$ cat src/rtl/instr_fetch_if.sv
// Program-memory port and instruction-issue handshake
// for the byte-wide instruction fetch unit.
interface instr_fetch_if;
  logic [7:0] mem_addr;
  logic       mem_rd_en;
  logic [7:0] mem_rdata;
  logic [7:0] instr;
  logic [7:0] instr_dest;
  logic [7:0] instr_src;
  logic       instr_valid;
  logic       instr_ready;
  logic [7:0] pc;
  logic       halted;

  modport master (
    output mem_addr,
    output mem_rd_en,
    input  mem_rdata,
    output instr,
    output instr_dest,
    output instr_src,
    output instr_valid,
    input  instr_ready,
    output pc,
    output halted
  );

  modport slave (
    input  mem_addr,
    input  mem_rd_en,
    output mem_rdata,
    input  instr,
    input  instr_dest,
    input  instr_src,
    input  instr_valid,
    output instr_ready,
    input  pc,
    input  halted
  );
endinterface

$ cat src/rtl/instr_fetch_unit.sv
// Sequencer that fetches 1-3 byte instructions, issues them as
// opcode/dest/src triples and handles JUMP and HALT internally.
module instr_fetch_unit #(
  parameter logic [7:0] RESET_PC = 8'h00,
  parameter logic [7:0] JUMP_OP  = 8'h15,
  parameter logic [7:0] HALT_OP  = 8'h13
) (
  input logic          clk,
  input logic          reset,
  instr_fetch_if.master bus
);

  typedef enum logic [2:0] {
    FETCH0,
    FETCH1,
    FETCH2,
    FETCH3,
    ISSUE,
    HALTED
  } state_t;

  state_t     state_q, state_d;
  logic [7:0] pc_q, pc_d;
  logic [7:0] instr_q, instr_d;
  logic [7:0] dest_q, dest_d;
  logic [7:0] src_q, src_d;
  logic [7:0] addr;
  logic       rd_en;
  logic [1:0] len_cur;
  logic [1:0] len_in;

  function automatic logic [1:0] op_len(input logic [7:0] op);
    if (op == JUMP_OP)      return 2'd2;
    else if (op <= 8'h0C)   return 2'd3;
    else if (op <= 8'h14)   return 2'd2;
    else                    return 2'd1;
  endfunction

  assign len_cur = op_len(instr_q);
  assign len_in  = op_len(bus.mem_rdata);

  always_ff @(posedge clk) begin
    if (!reset) begin
      state_q <= FETCH0;
      pc_q    <= RESET_PC;
      instr_q <= 8'h00;
      dest_q  <= 8'h00;
      src_q   <= 8'h00;
    end else begin
      state_q <= state_d;
      pc_q    <= pc_d;
      instr_q <= instr_d;
      dest_q  <= dest_d;
      src_q   <= src_d;
    end
  end

  always_comb begin
    state_d = state_q;
    pc_d    = pc_q;
    instr_d = instr_q;
    dest_d  = dest_q;
    src_d   = src_q;
    addr    = pc_q;
    rd_en   = 1'b0;
    unique case (state_q)
      FETCH0: begin
        rd_en   = 1'b1;
        state_d = FETCH1;
      end
      FETCH1: begin
        addr    = pc_q + 8'd1;
        instr_d = bus.mem_rdata;
        if (len_in == 2'd1) begin
          dest_d  = 8'h00;
          src_d   = 8'h00;
          state_d = ISSUE;
        end else begin
          rd_en   = 1'b1;
          state_d = FETCH2;
        end
      end
      FETCH2: begin
        addr = pc_q + 8'd2;
        if (instr_q == JUMP_OP) begin
          dest_d  = 8'h00;
          src_d   = bus.mem_rdata;
          state_d = ISSUE;
        end else if (len_cur == 2'd2) begin
          dest_d  = bus.mem_rdata;
          src_d   = 8'h00;
          state_d = ISSUE;
        end else begin
          dest_d  = bus.mem_rdata;
          rd_en   = 1'b1;
          state_d = FETCH3;
        end
      end
      FETCH3: begin
        src_d   = bus.mem_rdata;
        state_d = ISSUE;
      end
      ISSUE: begin
        if (bus.instr_ready) begin
          pc_d = (instr_q == JUMP_OP) ? src_q
                                      : pc_q + {6'd0, len_cur};
          state_d = (instr_q == HALT_OP) ? HALTED : FETCH0;
        end
      end
      HALTED: state_d = HALTED;
      default: state_d = FETCH0;
    endcase
  end

  assign bus.mem_addr    = addr;
  assign bus.mem_rd_en   = rd_en;
  assign bus.instr       = instr_q;
  assign bus.instr_dest  = dest_q;
  assign bus.instr_src   = src_q;
  assign bus.instr_valid = (state_q == ISSUE);
  assign bus.pc          = pc_q;
  assign bus.halted      = (state_q == HALTED);

endmodule
$ cat src/flat_wrapper.sv
// flat-port wrapper written by rule: the top's interface ports become plain ports
module instr_fetch_unit_flat 
#(
  parameter logic [7:0] RESET_PC = 8'h00,
  parameter logic [7:0] JUMP_OP  = 8'h15,
  parameter logic [7:0] HALT_OP  = 8'h13
)
  (clk, reset, bus_mem_addr, bus_mem_rd_en, bus_mem_rdata, bus_instr, bus_instr_dest, bus_instr_src, bus_instr_valid, bus_instr_ready, bus_pc, bus_halted);
  instr_fetch_if bus_i ();
  input logic clk;
  input logic reset;
  output wire logic [$bits(bus_i.mem_addr)-1:0] bus_mem_addr;
  output wire logic [$bits(bus_i.mem_rd_en)-1:0] bus_mem_rd_en;
  input wire logic [$bits(bus_i.mem_rdata)-1:0] bus_mem_rdata;
  output wire logic [$bits(bus_i.instr)-1:0] bus_instr;
  output wire logic [$bits(bus_i.instr_dest)-1:0] bus_instr_dest;
  output wire logic [$bits(bus_i.instr_src)-1:0] bus_instr_src;
  output wire logic [$bits(bus_i.instr_valid)-1:0] bus_instr_valid;
  input wire logic [$bits(bus_i.instr_ready)-1:0] bus_instr_ready;
  output wire logic [$bits(bus_i.pc)-1:0] bus_pc;
  output wire logic [$bits(bus_i.halted)-1:0] bus_halted;
  assign bus_mem_addr = bus_i.mem_addr;
  assign bus_mem_rd_en = bus_i.mem_rd_en;
  assign bus_i.mem_rdata = bus_mem_rdata;
  assign bus_instr = bus_i.instr;
  assign bus_instr_dest = bus_i.instr_dest;
  assign bus_instr_src = bus_i.instr_src;
  assign bus_instr_valid = bus_i.instr_valid;
  assign bus_i.instr_ready = bus_instr_ready;
  assign bus_pc = bus_i.pc;
  assign bus_halted = bus_i.halted;
  instr_fetch_unit #(.RESET_PC(RESET_PC), .JUMP_OP(JUMP_OP), .HALT_OP(HALT_OP)) u_core (.clk(clk), .reset(reset), .bus(bus_i));
endmodule
$ cat config.mk
export PLATFORM = sky130hd
export DESIGN_NAME = instr_fetch_unit_flat
export DESIGN_NICKNAME = d
export VERILOG_FILES = /design/src/rtl/instr_fetch_if.sv /design/src/rtl/instr_fetch_unit.sv /design/src/flat_wrapper.sv
export SDC_FILE = /design/constraint.sdc
export NUM_CORES = 1
export LEC_CHECK = 0
export ABC_AREA = 1
export BUFFER_PORTS_ARGS = -buffer_cell sky130_fd_sc_hd__buf_4
export CAP_MARGIN = 40
export CORE_ASPECT_RATIO = 1.4
export CORE_MARGIN = 10
export CORE_UTILIZATION = 50
export CTS_CLUSTER_DIAMETER = 50
export CTS_CLUSTER_SIZE = 10
export DETAILED_ROUTE_END_ITERATION = 7
export HOLD_SLACK_MARGIN = 0.08
export PLACE_DENSITY = 0.76
export SLEW_MARGIN = 15
export SYNTH_ARGS = -nofsm -noshare
export SYNTH_HDL_FRONTEND = slang
export SYNTH_SLANG_ARGS = --single-unit
$ cat constraint.sdc
create_clock -name clk -period 5.5 [get_ports clk]
set_clock_uncertainty 0.2 [all_clocks]
set_input_delay 0.275 -clock clk [delete_from_list [all_inputs] [get_ports clk]]
set_output_delay 0.275 -clock clk [all_outputs]
set_load 0.1 [all_outputs]
# After elaboration in Yosys (flattened, before gate mapping)
# Cells that the tools add are included.
[totals]
reg_bits = 35
in_bits = 11
out_inout_bits = 43
wordCells = 55
[op_classes]
n_addsub = 3
magnitude_cmp = 4
eq_ne = 13
muxes = 24
reduce_logical = 6
[op_table]
columns = ["cell", "n"]
rows = [
  ["8-bit 2-to-1 mux", 5],
  ["8-bit one-hot mux with 2 select lines", 2],
  ["8-bit by 5-bit == test with 1-bit output (second input constant)", 3],
  ["8-bit one-hot mux with 3 select lines", 1],
  ["3-bit one-hot mux with 6 select lines", 1],
  ["8-bit by 4-bit <= comparator with 1-bit output (second input constant)", 2],
  ["8-bit by 5-bit <= comparator with 1-bit output (second input constant)", 2],
  ["3-bit 2-to-1 mux", 5],
  ["2-bit 2-to-1 mux", 6],
  ["8-bit by 1-bit adder with 8-bit output (second input constant)", 1],
  ["8-bit by 2-bit adder with 8-bit output", 1],
  ["8-bit by 2-bit adder with 8-bit output (second input constant)", 1],
  ["3-bit by 2-bit == test with 1-bit output (second input constant)", 2],
  ["3-bit == test (second input constant)", 2],
  ["2-bit by 1-bit != test with 1-bit output (second input constant)", 2],
  ["2-bit AND reduction", 2],
  ["3-bit by 1-bit == test with 1-bit output (second input constant)", 1],
  ["3-bit logical NOT", 1],
  ["1-bit 2-to-1 mux", 3],
  ["3-bit by 1-bit != test with 1-bit output (second input constant)", 1],
  ["1-bit one-hot mux with 3 select lines", 1],
  ["3-bit AND reduction", 1],
  ["3-bit nonzero test", 1],
  ["2-bit by 1-bit == test with 1-bit output (second input constant)", 1],
  ["other kinds (2)", 2],
]

# Depth between registers and ports, before layout
# Gate-level depths: netlist (run 1).
[depth]
ltp_word = 8
mapped_depth = 16
ltp_nobuf = 16

# Worst setup path after synthesis (run 1)
# OpenSTA, ideal clock, no wires.
[synth_path]
path_type = "register -> output"
startpoint = "register u_core.pc_q[1] (netlist: u_core.bus.pc[1])"
endpoint = "output bus_mem_addr[5]"
t_arrival_ps = 3695
required_ps = 5025
path_slack_ps = 1330
path_stages_with_launch = 4
path_buffers = 0
path_cell_list = "dfxtp_1 -> ha_1 -> nand3_1 -> a21boi_0"
[synth_via]
elab_chain_cells = 2
word_cells_on_any_way = 3
cone_classes = "add/sub (2); mux (1)"
[synth_rtl]
columns = ["item", "line", "text"]
rows = [
  ["start, declared", "instr_fetch_unit.sv:23", "logic [7:0] pc_q, pc_d;"],
  ["start signal, assigned", "instr_fetch_unit.sv:51", "pc_q <= pc_d;"],
  ["8-bit by 2-bit adder with 8-bit output or 8-bit by 1-bit adder with 8-bit output (tied branches)", "instr_fetch_unit.sv:84, instr_fetch_unit.sv:72", ""],
  ["8-bit one-hot mux with 2 select lines *", "instr_fetch_unit.sv:66", "unique case (state_q)"],
  ["end, declared", "flat_wrapper.sv:12", "output wire logic [$bits(bus_i.mem_addr)-1:0] bus_mem_addr;"],
]
# Mark *: on every way between the ends. The rest lies on a longest branch, timed or not.

# Worst setup path in the final report (run 1)
[layout_path]
startpoint = "register u_core.state_q[1]"
endpoint = "output bus_mem_addr[7]"
[layout_via]
elab_chain_cells = 2
word_cells_on_any_way = 3
cone_classes = "eq/ne (2); mux (1)"
[layout_rtl]
columns = ["item", "line", "text"]
rows = [
  ["start, declared", "instr_fetch_unit.sv:22", "state_t state_q, state_d;"],
  ["start signal, assigned", "instr_fetch_unit.sv:50", "state_q <= state_d;"],
  ["3-bit by 2-bit == test with 1-bit output or 3-bit by 1-bit == test with 1-bit output (tied branches)", "instr_fetch_unit.sv:66", ""],
  ["8-bit one-hot mux with 2 select lines *", "instr_fetch_unit.sv:66", ""],
]
# Marked as above.

==> results of run 1 <==
## worst paths after layout
check / from / to / slack [ns] / cells after the start
worst max-delay path: u_core.state_q[1] / bus_mem_addr[7] / 2.67 / 9
worst min-delay path: bus_mem_rdata[7] / u_core.bus.instr_dest[7] / 0.09 / 3
worst max register to register: u_core.bus.instr[3] / u_core.bus.pc[4] / 2.82 / 14
worst min register to register: u_core.bus.instr_dest[7] / u_core.bus.instr_dest[7] / 0.27 / 2
## layer usage
metal / GRT usage (%) / vias to the layer above / share of wire, %
li1: - / 1128 / -
met1: 17.45 / 987 / 37
met2: 30.20 / 66 / 53
met3: 5.355 / 15 / 7.1
met4: 9.021 / 0 / 3.0
met5: 0 / - / 0
## cell usage in the layout (no fill, tap or decap), types with 2 or more instances in the layout
| cell type | synthesis | layout |
|---|---|---|
| nand3_2 | 3 | 3 |
| nor3_1 | 2 | 2 |
| buf_4 | 2 | 53 |
| o22ai_1 | 4 | 4 |
| o21ai_0 | 21 | 21 |
| nand3_1 | 19 | 19 |
| nand4_1 | 5 | 5 |
| clkbuf_8 | 0 | 5 |
| a21oi_1 | 27 | 27 |
| dfxtp_1 | 35 | 35 |
| ha_1 | 4 | 4 |
| nor2_2 | 2 | 2 |
| nand2_2 | 4 | 4 |
| xor2_1 | 3 | 3 |
| nor2_1 | 37 | 37 |
| inv_2 | 2 | 2 |
| o211ai_1 | 9 | 9 |
| o221ai_1 | 2 | 2 |
| inv_1 | 48 | 48 |
| nand2_1 | 72 | 72 |
## registers in the layout, summed over array words and instances (netlist names)
signal and count:
u_core.state_q 3, u_core.bus.instr_dest 8, u_core.bus.instr 8, u_core.bus.instr_src 8, u_core.bus.pc 8
## kinds of logic after synthesis
group                    synth area share (%)
AO/OA/AOI/OAI                           18.55
XOR/XNOR                                1.273
adder cells (fa/ha/maj)                 3.394
buffers and inverters                   11.82
flip-flops                              33.94
AND/OR/NAND/NOR                         31.03
## critical path, delay by kind of cell, from the launching register on
kind                   cells  cell delay, ns
buffers and inverters      5            0.78
and+or+nand+nor            2            0.59
DFF                        1            0.43
AOI/OAI and AO/OA          2            0.26
## layout make-up
| cell class | count | area (µm²) |
|---|---|---|
| Clock inverter | 2 | 12.51 |
| Tap cell | 43 | 53.80 |
| Inverter | 51 | 191.4 |
| Multi-Input combinational cell | 221 | 1120 |
| Timing Repair Buffer | 54 | 407.9 |
| Clock buffer | 6 | 72.57 |
| Fill cell | 377 | 1394 |
| Sequential cell | 35 | 700.7 |
## power by group through the flow
stage | clock network, mW | registers [mW] | logic, mW
2_1_floorplan | 0 | 0.524 | 0.233
3_3_place_gp | 0 | 0.321 | 0.539
3_5_place_dp | 0 | 0.323 | 0.542
4_1_cts | 0.186 | 0.317 | 0.544
5_1_grt | 0.199 | 0.322 | 0.579
6_report | 0.179 | 0.317 | 0.540
## timing repair
| action | CTS | global route |
|---|---|---|
| endpoints found under the hold margin | 1 | 0 |
| hold buffers | 1 | 0 |
| endpoints found under the setup margin | 0 | 0 |
==> results.sh, run 1 <==
export IMPL_status="finished clean"
export IMPL_avgSynthCellArea_um2=6.533
export IMPL_drt_wl_total_um=5763
export IMPL_dp_hpwl_um=4571
export IMPL_pin_count=54
export IMPL_clk_pin_slew_ns=0.07
export IMPL_seq_area_frac_synth_pct=33.94
export IMPL_crit_arrival_ns=2.35
export IMPL_rsz0062_at_grt="false"
export IMPL_synth_cell_area_um2=2064
export IMPL_die_w_um=74.31
export IMPL_rows=27
export IMPL_final_nets=384
export IMPL_slew_headroom_pct=59.36
export IMPL_min_path_type="in2reg"
export IMPL_grt_start_max_net_pins=27
export IMPL_fin_cells=412
export IMPL_final_cell_area_um2=2559
export IMPL_overflow=0
export IMPL_synthCells=316
export IMPL_endpoint_kind="output port"
export IMPL_final_hold_viol_count=0
export IMPL_tns_ns=0
export IMPL_fin_crit_ns=2.826
export IMPL_cts_resized=0
export IMPL_max_stage_delay_ns=0.48
export IMPL_peakVddDrop_v=0.0003540
export IMPL_synth_top_cell_area_share_pct=33.94
export IMPL_clk_path_buf_depth=2
export IMPL_fin_hold_ws_ns=0.08885
export IMPL_worst_slew_pin_slew_ns=0.6076
export IMPL_drive_above_1_share_pct=20.05
export IMPL_synth_top_cells_by_area="dfxtp_1 34%, nand2_1 13%, inv_1 8.7%"
export IMPL_fp_coreArea_um2=3953
export IMPL_cts_tree="done"
export IMPL_ys_types=30
export IMPL_antenna_cells=0
export IMPL_synth_most_common_cell="nand2_1"
export IMPL_dieArea_um2=7136
export IMPL_p_leak_nw=1.203
export IMPL_fmax_mhz=353.9
export IMPL_finalCritPeriodShare_pct=51.37
export IMPL_drtPass1Iterations=4
export IMPL_viasPerCell=5.330
export IMPL_crit_fanout=14
export IMPL_drcViolationCount=0
export IMPL_clkLatencyLatePin_ns=0.28
export IMPL_vias=2196
export IMPL_yosys_area_top_type="dfxtp_1"
export IMPL_avgRoutedWirePerCell_um=13.99
export IMPL_ctsRootBufferMaster="clkbuf_8"
export IMPL_seq_power_share_pct=30.6
export IMPL_syn_nets=332
export IMPL_final_max_slew_viol_count=0
export IMPL_dpl_instance_area_um2=2464
export IMPL_antenna_found_initial=0
export IMPL_yosys_most_used_dff="dfxtp_1"
export IMPL_synth_edf_count=0
export IMPL_required_ns=5.03
export IMPL_cts_sinks=35
export IMPL_place_worst_setup_slack_ns=2.836
export IMPL_critPathLaunchType="flip-flop"
export IMPL_path_common_cell="inv_1"
export IMPL_p_int_mw=0.4872
export IMPL_grt_pass1_vias=2146
export IMPL_gp_congestion=0.8896
export IMPL_port_buffer_count=53
export IMPL_yosysWarnings=0
export IMPL_cap_violations=0
export IMPL_synth_seq_cells=35
export IMPL_path_class="reg2out"
export IMPL_p_sw_share_pct=52.97
export IMPL_combPwrFrac_pct=52.1
export IMPL_setup_ws_ns=2.674
export IMPL_clockPowerShare_pct=17.3
export IMPL_grtUsageTotal_pct=17.10
export IMPL_async_flop_share_pct=0
export IMPL_initialDrtViolationCount=111
export IMPL_numCtsBuffers=5
export IMPL_dp_cells=403
export IMPL_grt_pass1_wl_um=9798
export IMPL_post_cts_setup_buffers=0
export IMPL_start_util_pct=52.23
export IMPL_ant_nets=0
export IMPL_critical_path_slowest_cell="nor3_4"
export IMPL_area_growth_pct=23.94
export IMPL_setup_viol=0
export IMPL_cts_htree_levels=2
export IMPL_crit_chain="inv_2 -> nor3_4 -> inv_1 -> o21ai_2 -> inv_1 -> nor2_1 -> o22ai_1 -> inv_1 -> buf_4"
export IMPL_p_sw_mw=0.5488
export IMPL_p_total_mw=1.036
export IMPL_powerDensity_nw_per_um2=404.9
export IMPL_final_util_pct=64.74
export IMPL_fp_dieH_um=96.03
export IMPL_yosys_top_cells_count="72 x nand2_1, 48 x inv_1, 37 x nor2_1"
(Power assumes the default switching activity.)
==> run 2, diff against run 1 <==
==> constraint.sdc (replaced) <==
create_clock -name clk -period 2.9 [get_ports clk]
set_clock_uncertainty 0.2 [all_clocks]
set_input_delay 0.145 -clock clk [delete_from_list [all_inputs] [get_ports clk]]
set_output_delay 0.145 -clock clk [all_outputs]
set_load 0.1 [all_outputs]
==> results.sh, run 2 (synthesis results as in run 1) <==
export IMPL_cts_tree="done"
export IMPL_tns_ns=0
export IMPL_crit_chain="inv_1 -> nand2_1 -> nor2_4 -> nand2_1 -> nand2_1 -> nand2_1 -> nand2_1 -> inv_1 -> ha_1 -> fa_1 -> inv_1 -> nor2_1 -> xor2_1 -> nand2_1 -> o211ai_1 -> a21oi_1"
export IMPL_required_ns=2.90
export IMPL_max_stage_delay_ns=0.46
export IMPL_pin_count=54
export IMPL_clkLatencyLatePin_ns=0.28
export IMPL_grt_start_max_net_pins=25
export IMPL_gp_congestion=0.8534
export IMPL_final_common_cell="nand2_1"
export IMPL_die_w_um=74.31
export IMPL_crit_fanout=4
export IMPL_antenna_found_initial=0
export IMPL_fin_cells=425
export IMPL_rows=27
export IMPL_clk_path_buf_depth=2
export IMPL_vias=2232
export IMPL_setup_viol=0
export IMPL_fp_dieH_um=96.03
export IMPL_ant_nets=0
export IMPL_wl_met2_um=3223
export IMPL_p_leak_nw=1.278
export IMPL_start_util_pct=52.23
export IMPL_critPathLaunchType="flip-flop"
export IMPL_endpoint_kind="flip-flop"
export IMPL_powerDensity_nw_per_um2=751.4
export IMPL_fp_coreArea_um2=3953
export IMPL_final_max_slew_viol_count=0
export IMPL_final_util_pct=68.95
export IMPL_path_class="reg2reg"
export IMPL_rsz0062_at_grt="false"
export IMPL_drive_above_1_share_pct=23.56
export IMPL_ctsRootBufferMaster="clkbuf_8"
export IMPL_cts_sinks=35
export IMPL_grt_pass1_vias=2197
export IMPL_avgRoutedWirePerCell_um=14.32
export IMPL_port_buffer_count=53
export IMPL_top_layer="met4"
export IMPL_dp_cells=406
export IMPL_final_hold_viol_count=0
export IMPL_antenna_cells=0
export IMPL_drt_wl_total_um=6085
export IMPL_worst_slew_pin_slew_ns=0.5602
export IMPL_fmax_mhz=404.8
export IMPL_seq_power_share_pct=29.8
export IMPL_dieArea_um2=7136
export IMPL_area_growth_pct=32.00
export IMPL_p_int_mw=0.9967
export IMPL_slew_headroom_pct=62.42
export IMPL_place_worst_setup_slack_ns=0.4853
export IMPL_dp_hpwl_um=4585
export IMPL_cap_violations=0
export IMPL_p_sw_share_pct=51.32
export IMPL_grt_pass1_wl_um=10180
export IMPL_numCtsBuffers=5
export IMPL_met1_length_um=2283
export IMPL_peakVddDrop_v=0.0006783
export IMPL_initialDrtViolationCount=149
export IMPL_path_common_cell="nand2_1"
export IMPL_clk_pin_slew_ns=0.07
export IMPL_overflow=0
export IMPL_grtUsageTotal_pct=17.69
export IMPL_mostFrequentLayoutCells="72 x nand2_1, 56 x buf_4, 48 x inv_1, 36 x nor2_1, 27 x a21oi_1"
export IMPL_p_sw_mw=1.051
export IMPL_critical_path_slowest_cell="fa_1"
export IMPL_status="finished clean"
export IMPL_drcViolationCount=0
export IMPL_cts_htree_levels=2
export IMPL_drtPass1Iterations=4
export IMPL_viasPerCell=5.252
export IMPL_fin_crit_ns=2.471
export IMPL_finalCritPeriodShare_pct=85.19
export IMPL_dr_wl_met3_um=449
export IMPL_fin_hold_ws_ns=0.2676
export IMPL_crit_arrival_ns=2.47
export IMPL_setup_ws_ns=0.4294
export IMPL_final_nets=397
export IMPL_clockPowerShare_pct=19.0
export IMPL_combPwrFrac_pct=51.1
export IMPL_min_path_type="reg2reg"
-- run 2: cell count changes in the layout (fill, tap and decap cells not counted), sizes merged --
cell | previous run | this run
clkinvlp | 1 | 0
clkinv | 2 | 1
clkbuf | 6 | 8
dlygate4sd3 | 1 | 11
buf | 53 | 56
-- run 2: area by class of cell --
class | count | area [µm²]
fill | 373 | 1227
timing repair buffer | 67 | 530.5
multi-input combinational | 221 | 1136
tap | 43 | 53.80
inverter | 51 | 191.4
sequential | 35 | 713.2
clock buffer | 8 | 100.1
-- run 2: worst paths after layout --
check	from	end	slack, ns	cells past startpoint
worst min-delay path	u_core.bus.instr_dest[1]	u_core.bus.instr_dest[1]	0.27	2
worst min register to register	u_core.bus.instr_dest[1]	u_core.bus.instr_dest[1]	0.27	2
worst max-delay path	u_core.bus.instr[5]	u_core.bus.pc[4]	0.43	16
worst max register to register	u_core.bus.instr[5]	u_core.bus.pc[4]	0.43	16
-- run 2: metal layers --
layer	track usage (%)	vias to the layer above
met5	0	-
met4	7.034	0
met3	5.252	9
met2	32.55	67
met1	18.05	1011
li1	-	1145
-- run 2: power groups by stage --
stage                     clock network (mW)  registers, mW  logic, mW
after floorplan                            0           1.00      0.442
after global placement                     0          0.616       1.03
after detailed placement                   0          0.620       1.03
after CTS                              0.395          0.610       1.05
after global routing                   0.417          0.618       1.12
final                                  0.390          0.611       1.05
-- run 2: through the flow --
stage	area [µm²]	total power [mW]
6_report	2725	2.048
5_1_grt	2725	2.157
4_1_cts	2725	2.056
3_5_place_dp	2515	1.651
3_3_place_gp	2515	1.642
2_1_floorplan	2093	1.444
-- run 2: what timing repair did --
action | in CTS | in global routing
hold endpoints to repair | 32 | 0
resized for setup | 0 | 0
setup buffers | 0 | 0
hold buffers | 11 | 0
endpoints found under the setup margin | 0 | 0
-- run 2: critical path: cells and delay by family (launching register included) --
| family | cells | cell delay [ns] |
|---|---|---|
| adders and majority gates | 2 | 0.66 |
| and+or+nand+nor | 8 | 0.65 |
| DFF | 1 | 0.33 |
| buffers and inverters | 3 | 0.22 |
| AOI/OAI and AO/OA | 2 | 0.21 |
| xor gates and xnor gates | 1 | 0.14 |
